==> src/rtl/cpu_pkg.sv <==
// Shared datapath constants and types for the 8-bit CPU register file.
// Register indices R0..R3 give the decoder and benches symbolic names for the write address.
package cpu_pkg;

   localparam int DATA_W    = 8;
   localparam int NUM_REGS  = 4;
   localparam int REG_IDX_W = $clog2(NUM_REGS);
   localparam int RD_ADDR_W = 1;

   typedef logic [DATA_W-1:0]    data_t;
   typedef logic [REG_IDX_W-1:0] reg_idx_t;
   typedef logic [RD_ADDR_W-1:0] rd_addr_t;

   localparam reg_idx_t R0 = 2'd0;
   localparam reg_idx_t R1 = 2'd1;
   localparam reg_idx_t R2 = 2'd2;
   localparam reg_idx_t R3 = 2'd3;

   // Read operands reach only the low registers, so widen them with zeros.
   function automatic reg_idx_t rd_to_idx(input rd_addr_t addr);
      return reg_idx_t'(addr);
   endfunction

endpackage

==> src/rtl/register_file_if.sv <==
// Operand/write bus between the instruction decoder, control FSM and the register file.
interface register_file_if;
   import cpu_pkg::*;

   reg_idx_t Register_Destination;
   rd_addr_t Register_1_operand;
   rd_addr_t Register_2_operand;
   logic     write_enable;
   data_t    data_in;
   data_t    data_out1;
   data_t    data_out2;

   modport master (
      output Register_Destination, Register_1_operand, Register_2_operand,
      output write_enable, data_in,
      input  data_out1, data_out2
   );

   modport slave (
      input  Register_Destination, Register_1_operand, Register_2_operand,
      input  write_enable, data_in,
      output data_out1, data_out2
   );

endinterface

==> src/rtl/reg_cell.sv <==
// One register of the file: async active-high clear, loads d when load is high.
module reg_cell #(
   parameter int W = 8
) (
   input  logic         clk,
   input  logic         rst,
   input  logic         load,
   input  logic [W-1:0] d,
   output logic [W-1:0] q
);

   always_ff @(posedge clk or posedge rst) begin
      if (rst)
         q <= '0;
      else if (load)
         q <= d;
   end

endmodule

==> src/rtl/register_file.sv <==
// 4 x 8-bit register file: one synchronous write port, two combinational read ports.
// BYPASS=1 forwards data_in to a read port addressing the register being written.
module register_file
   import cpu_pkg::*;
#(
   parameter bit BYPASS = 1'b0
) (
   input  logic            clk,
   input  logic            rst,
   register_file_if.slave  bus
);

   logic [NUM_REGS-1:0] load;
   data_t               regs [NUM_REGS];
   reg_idx_t            idx1;
   reg_idx_t            idx2;
   logic                hit1;
   logic                hit2;

   // One-hot write decode; exactly one cell loads when write_enable is high.
   always_comb begin
      load = '0;
      if (bus.write_enable)
         load[bus.Register_Destination] = 1'b1;
   end

   for (genvar i = 0; i < NUM_REGS; i++) begin : g_cell
      reg_cell #(.W(DATA_W)) u_cell (
         .clk  (clk),
         .rst  (rst),
         .load (load[i]),
         .d    (bus.data_in),
         .q    (regs[i])
      );
   end

   assign idx1 = rd_to_idx(bus.Register_1_operand);
   assign idx2 = rd_to_idx(bus.Register_2_operand);

   // Forwarding is suppressed during reset so the ports still read zero.
   assign hit1 = BYPASS && !rst && bus.write_enable && (bus.Register_Destination == idx1);
   assign hit2 = BYPASS && !rst && bus.write_enable && (bus.Register_Destination == idx2);

   assign bus.data_out1 = hit1 ? bus.data_in : regs[idx1];
   assign bus.data_out2 = hit2 ? bus.data_in : regs[idx2];

endmodule

==> src/flat_wrapper.sv <==
// flat-port wrapper written by rule: the top's interface ports become plain ports
module register_file_flat import cpu_pkg::*;
#(
   parameter bit BYPASS = 1'b0
)
  (clk, rst, bus_Register_Destination, bus_Register_1_operand, bus_Register_2_operand, bus_write_enable, bus_data_in, bus_data_out1, bus_data_out2);
  register_file_if bus_i ();
  input  logic clk;
  input  logic rst;
  input wire logic [$bits(bus_i.Register_Destination)-1:0] bus_Register_Destination;
  input wire logic [$bits(bus_i.Register_1_operand)-1:0] bus_Register_1_operand;
  input wire logic [$bits(bus_i.Register_2_operand)-1:0] bus_Register_2_operand;
  input wire logic [$bits(bus_i.write_enable)-1:0] bus_write_enable;
  input wire logic [$bits(bus_i.data_in)-1:0] bus_data_in;
  output wire logic [$bits(bus_i.data_out1)-1:0] bus_data_out1;
  output wire logic [$bits(bus_i.data_out2)-1:0] bus_data_out2;
  assign bus_i.Register_Destination = bus_Register_Destination;
  assign bus_i.Register_1_operand = bus_Register_1_operand;
  assign bus_i.Register_2_operand = bus_Register_2_operand;
  assign bus_i.write_enable = bus_write_enable;
  assign bus_i.data_in = bus_data_in;
  assign bus_data_out1 = bus_i.data_out1;
  assign bus_data_out2 = bus_i.data_out2;
  register_file #(.BYPASS(BYPASS)) u_core (.clk(clk), .rst(rst), .bus(bus_i));
endmodule
==> config.mk <==
export PLATFORM = sky130hd
export DESIGN_NAME = register_file_flat
export DESIGN_NICKNAME = d
export VERILOG_FILES = /design/src/rtl/cpu_pkg.sv /design/src/rtl/register_file_if.sv /design/src/rtl/reg_cell.sv /design/src/rtl/register_file.sv /design/src/flat_wrapper.sv
export SDC_FILE = /design/constraint.sdc
export NUM_CORES = 1
export LEC_CHECK = 0
export CAP_MARGIN = 20
export CORE_ASPECT_RATIO = 0.8
export CORE_MARGIN = 5
export CORE_UTILIZATION = 34
export CTS_CLUSTER_SIZE = 20
export DETAILED_ROUTE_END_ITERATION = 6
export SYNTH_ARGS = -nofsm -noshare
export SYNTH_HDL_FRONTEND = slang
export SYNTH_SLANG_ARGS = --single-unit
==> constraint.sdc <==
create_clock -name clk -period 2.1 [get_ports clk]
set_input_delay 0.21 -clock clk [delete_from_list [all_inputs] [get_ports clk]]
set_output_delay 0.21 -clock clk [all_outputs]
set_load 0.01 [all_outputs]
# After elaboration in Yosys (flattened, before gate mapping)
# Cells that the tools add are included.
# W data, S select, Z words.
classes:
  mul: 0
  bitwise_logic: 2
  reduce_logical: 1
  eq_ne: 0
  magnitude_cmp: 4
  n_mux: 9
  div: 0
  n_shift: 0
  n_addsub: 0
op_table:
  columns: ["op", "count"]
  rows:
  - ["$bmux W8 S2", 2]
  - ["$mux W8", 4]
  - ["$ge A3 B3 Y1 const B", 2]
  - ["$not A1 Y3", 2]
  - ["$mux W4", 1]
  - ["$lt A2 B3 Y1 const B", 1]
  - ["$demux W1 S2", 1]
  - ["$ge A2 B1 Y1 const B", 1]
  - ["$logic_and A1 B1 Y1", 1]
  - ["$mux W1", 1]
totals:
  ramBits: 0
  mem_bits_ro: 0
  elab_cells: 20
  latch_bits: 0
  input_bits: 15
  mem_count: 0
  ff_bits: 32
  out_inout_bits: 16

# Depth between registers and ports, before layout
depth:
  word_depth: 5
  depth_mapped: 2
  depth_no_buf: 2

# Hierarchy
# A second synthesis with hierarchy kept.
unflattened:
  hier_cells: 56
  area_unflattened_um2: 949.7
by_module_without_submodules:
  columns: ["module", "seq_area_each_um2", "n_inst", "area_each_um2", "cells_each"]
  rows:
  - ["reg_cell", 200.2, 2, 335.3, 18]
  - ["register_file", 0.0, 1, 279.0, 20]

# Worst setup path before layout
# OpenSTA, ideal clock, no wires.
synth_path:
  path_type: "input to register"
  start: "input bus_Register_Destination[1]"
  end: "register u_core.g_cell[0].u_cell.q[0]"
  path_buffers: 0
  stages: 2
  arrival_ns: 0.908
  setup_ns: 0.125
  setup_slack_ns: 1.067
  t_required_ns: 1.975
  path_cell_list: "nor3b_4 -> mux2_2"
synth_between:
  elab_chain_cells: 5
  elab_cells_between_ends: 6
  classes_between: "2 x order compare; 3 x mux; 1 x reduce/logical"
synth_lines:
  columns: ["item", "line", "rtl"]
  rows:
  - ["start: declaration", "flat_wrapper.sv:10", "input wire logic [$bits(bus_i.Register_Destination)-1:0] bus_Register_Destination;"]
  - ["$lt A2 B3 Y1 (implied by the code) or $ge A2 B1 Y1 (tied branches)", "register_file.sv:24", "load[bus.Register_Destination] = 1'b1;"]
  - ["$logic_and A1 B1 Y1 (implied by the code)", "register_file.sv:24", null]
  - ["$mux W1 (implied by the code)", "register_file.sv:24", null]
  - ["$demux W1 S2 (*)", null, null]
  - ["$mux W4 (*)", "register_file.sv:23", "if (bus.write_enable)"]
  - ["end signal: assignment", "reg_cell.sv:14", "q <= '0;"]
  - ["end signal: assignment", "reg_cell.sv:16", "q <= d;"]
  - ["end: declaration", "reg_cell.sv:9", "output logic [W-1:0] q"]
# Mark *: on every way between the ends. The rest lies on a longest branch, timed or not.
# A chain may end at the register's enable or synchronous reset.

# Final worst setup path
layout_path:
  start: "input bus_Register_2_operand"
  end: "output bus_data_out2[3]"
layout_between:
  elab_chain_cells: 4
layout_lines:
  columns: ["item", "line", "rtl"]
  rows:
  - ["start: declaration", "flat_wrapper.sv:12", "input wire logic [$bits(bus_i.Register_2_operand)-1:0] bus_Register_2_operand;"]
  - ["$not A1 Y3 (implied by the code)", "register_file.sv:45", "assign bus.data_out2 = hit2 ? bus.data_in : regs[idx2];"]
  - ["$bmux W8 S2", "register_file.sv:45", null]
  - ["$mux W8 (implied by the code) (2 in a row)", "register_file.sv:45", null]
  - ["end: declaration", "flat_wrapper.sv:16", "output wire logic [$bits(bus_i.data_out2)-1:0] bus_data_out2;"]
# Every way passes these cells. The select of a mux whose other input is x is not followed.

==> metrics.md <==
| Metric | Value |
|---|---|
| Worst skew pair latency | approximately 280 ps |
| Ys Warns | 0 |
| First-pass GRT wire length | 2.884 mm |
| RSZ-0062 raised after global routing | false |
| Root buf cell | clkbuf_4 |
| Net Count, Synth | 68 |
| Synth top area share | 0.4977 |
| Vias | 554 |
| # setup viols final | 0 |
| Max Cap Viol | 0 |
| Die X | 64.39 um |
| Total wire length | ~1.7 mm |
| Leak | between 0.4 and 0.5 nW |
| Max reg flops | 16 |
| Crit path cell chain | clkdlybuf4s50_1 -> buf_4 -> mux2_2 -> clkdlybuf4s50_1 |
| Ports | 31 |
| Worst path top cell family by delay | buffers and inverters |
| Mean Syn Cell Area | between 15 and 20 um^2 |
| Std cell rows | 15 |
| DR DRC count | 0 |
| Dominant cell type by area after synthesis | dfrtp_1 |
| GRT Total Usage | 0.1139 |
| Fraction of layout cells with a size suffix above 1 | 0.4535 |
| Library cells used by synthesis | 6 |
| Pins Over Slew Limit | 0 |
| Setup Skew | 0 ps |
| Final Power | 0.9099 mW |
| Starting Density | 0.3633 |
| Vias in the first global route | between 500 and 600 |
| Drt initial violations | 6 |
| Final net count | between 100 and 150 |
| GP Congestion | slightly below 0.7 |
| Main area contributors after synthesis | dfrtp_1 50%, mux2_2 45%, nor3b_4 2.3% |
| Drt via density | 4.991 |
| Antenna violations before repair | 0 |
| Core ar. | ~2200 um^2 |
| Reg2reg start | u_core.g_cell[0].u_cell.q[5] |
| Average wire per standard cell | 15.43 um |
| WS Path Type | input port to output port |
| Detailed-placement wirelength estimate | ~1.3 mm |
| Crit path time final | ~1900 ps |
| CTS Buffer Depth | 2 |
| CP Buf/Inv Count | 3 |
| Critical path's slowest cell | clkdlybuf4s50_1 |
| Input/output buffers | 30 |
| Post-CTS setup buffers | 0 |
| Final Hold Vio Count | 0 |
| Post-synthesis sequential area ratio | 0.4977 |
| Hold WC Path Type | input port to async pin |
| Largest Register | u_core.g_cell.u_cell.q |
| R2R depth | 1 |
| # resized after CTS | 0 |
| CP peak stage delay | about 480 ps |
| Internal reg-to-reg setup slack | 1330 ps |
| Layout overhead on the synthesized area | 44.63% |
| First-pass DRT Iterations | 2 |
| Critical Path RT | 1890 ps |
| Post-Syn Area | ~800 um^2 |
| Worst setup EP type | output port |
| Global route total overflow | 0 |
| Largest regs | u_core.g_cell.u_cell.q (16) |
| Period Utilization, post-route | 0.8927 |
| Crit path DAT | around 1700 ps |
| Die height | 53.51 um |
| Highest clock rate | approximately 0.53 GHz |
| Most used cell, CP | clkdlybuf4s50_1 |
| Max transition margin | 0.5820 |
| Peak VDD IR | 422.8 uV |
| Antenna diode count | 0 |
| Worst setup SP type | input port |
| PD cells | roughly 780 nW/um^2 |
| Routed Antenna Nets | 0 |
| Sum of negative setup slack | 0 ps |
| CTS tree | built |
| Largest net degree at the start of global routing | 17 |
| Max H-tree Level | 1 |
| Crit Path Max Fanout | 8 |
| Hold-fix buffers, CTS | 0 |
| Synth Register Bits | 16 |
| RR Endpoint | u_core.g_cell[0].u_cell.q[5] |
| Slew at the pin closest to its max-slew limit | about 630 ps |
| Die area | ~3400 um^2 |
| Fill count | between 200 and 250 |
| CTS clk-pin slew, worst paths | 90 ps |
| Post-synthesis cell count | 53 |
| Total CTS buffers | 3 |
| Run status | complete, no violations |
| CTS Sinks | 16 |
==> cell type report <==
cell class	count	area [um^2]	area share
sequential	16	400.4	0.3441
timing repair buffer	32	315.3	0.2710
multi-input combinational	34	390.4	0.3355
clock buffer	3	22.52	0.01935
inverter	1	3.754	0.003226
tap	25	31.28	0.02688
==> routing by layer <==
layer  global-route usage  part of all wire
met5                    0                 0
met4              0.02105            0.0093
met3              0.05945             0.081
met2               0.1695              0.43
met1               0.1486              0.48
==> metrics by stage <==
step | std cells | setup WS, ps | util | area (um^2) | hold WS [ps]
after floorplan | 53 | 1067 | - | 804.5 | 123.7
after global placement | 108 | 216.6 | 0.5153 | 1141 | 509.3
after detailed placement | 108 | 225.1 | 0.5153 | 1141 | 514.4
after CTS | 111 | 220.2 | 0.5254 | 1164 | 333.3
after global routing | 111 | 162.2 | 0.5254 | 1164 | 372.3
final | 111 | 225.3 | 0.5254 | 1164 | 306.6
==> synth_stat cells, drive strengths merged <==
cell type	number
buf	2
nor3b	1
dfrtp	16
nand3b	1
mux2	32
inv	1
==> cells in the final DEF (no fill, tap or decap) <==
master	n
buf_4	2
clkbuf_4	3
clkdlybuf4s50_1	30
dfrtp_1	16
inv_1	1
mux2_2	32
nand3b_2	1
nor3b_4	1
==> worst max path at each step <==
| stage | end | slack [ps] | from | cells past startpoint |
|---|---|---|---|---|
| after global routing | bus_data_out2[5] | 160 | bus_Register_2_operand | 4 |
| after global placement | bus_data_out2[6] | 220 | bus_Register_2_operand | 4 |
| final | bus_data_out2[3] | 230 | bus_Register_2_operand | 4 |
| after detailed placement | bus_data_out2[3] | 230 | bus_Register_2_operand | 4 |
| after floorplan | u_core.g_cell[0].u_cell.q[0] | 1070 | bus_Register_Destination[1] | 2 |
| after CTS | bus_data_out2[3] | 220 | bus_Register_2_operand | 4 |
==> power by group <==
group / total (mW) / internal, mW / switching [mW]
combinational: 0.348 / 0.234 / 0.114
clock: 0.158 / 0.0665 / 0.0912
sequential: 0.404 / 0.367 / 0.0375
==> kinds of logic after synthesis <==
kind of cell / Yosys count / synth area share
buffers and inverters: 3 / 0.01710
flip-flops: 16 / 0.4977
multiplexers: 32 / 0.4479
AND/OR/NAND/NOR: 2 / 0.03733
Power figures use the tool's default switching activity.
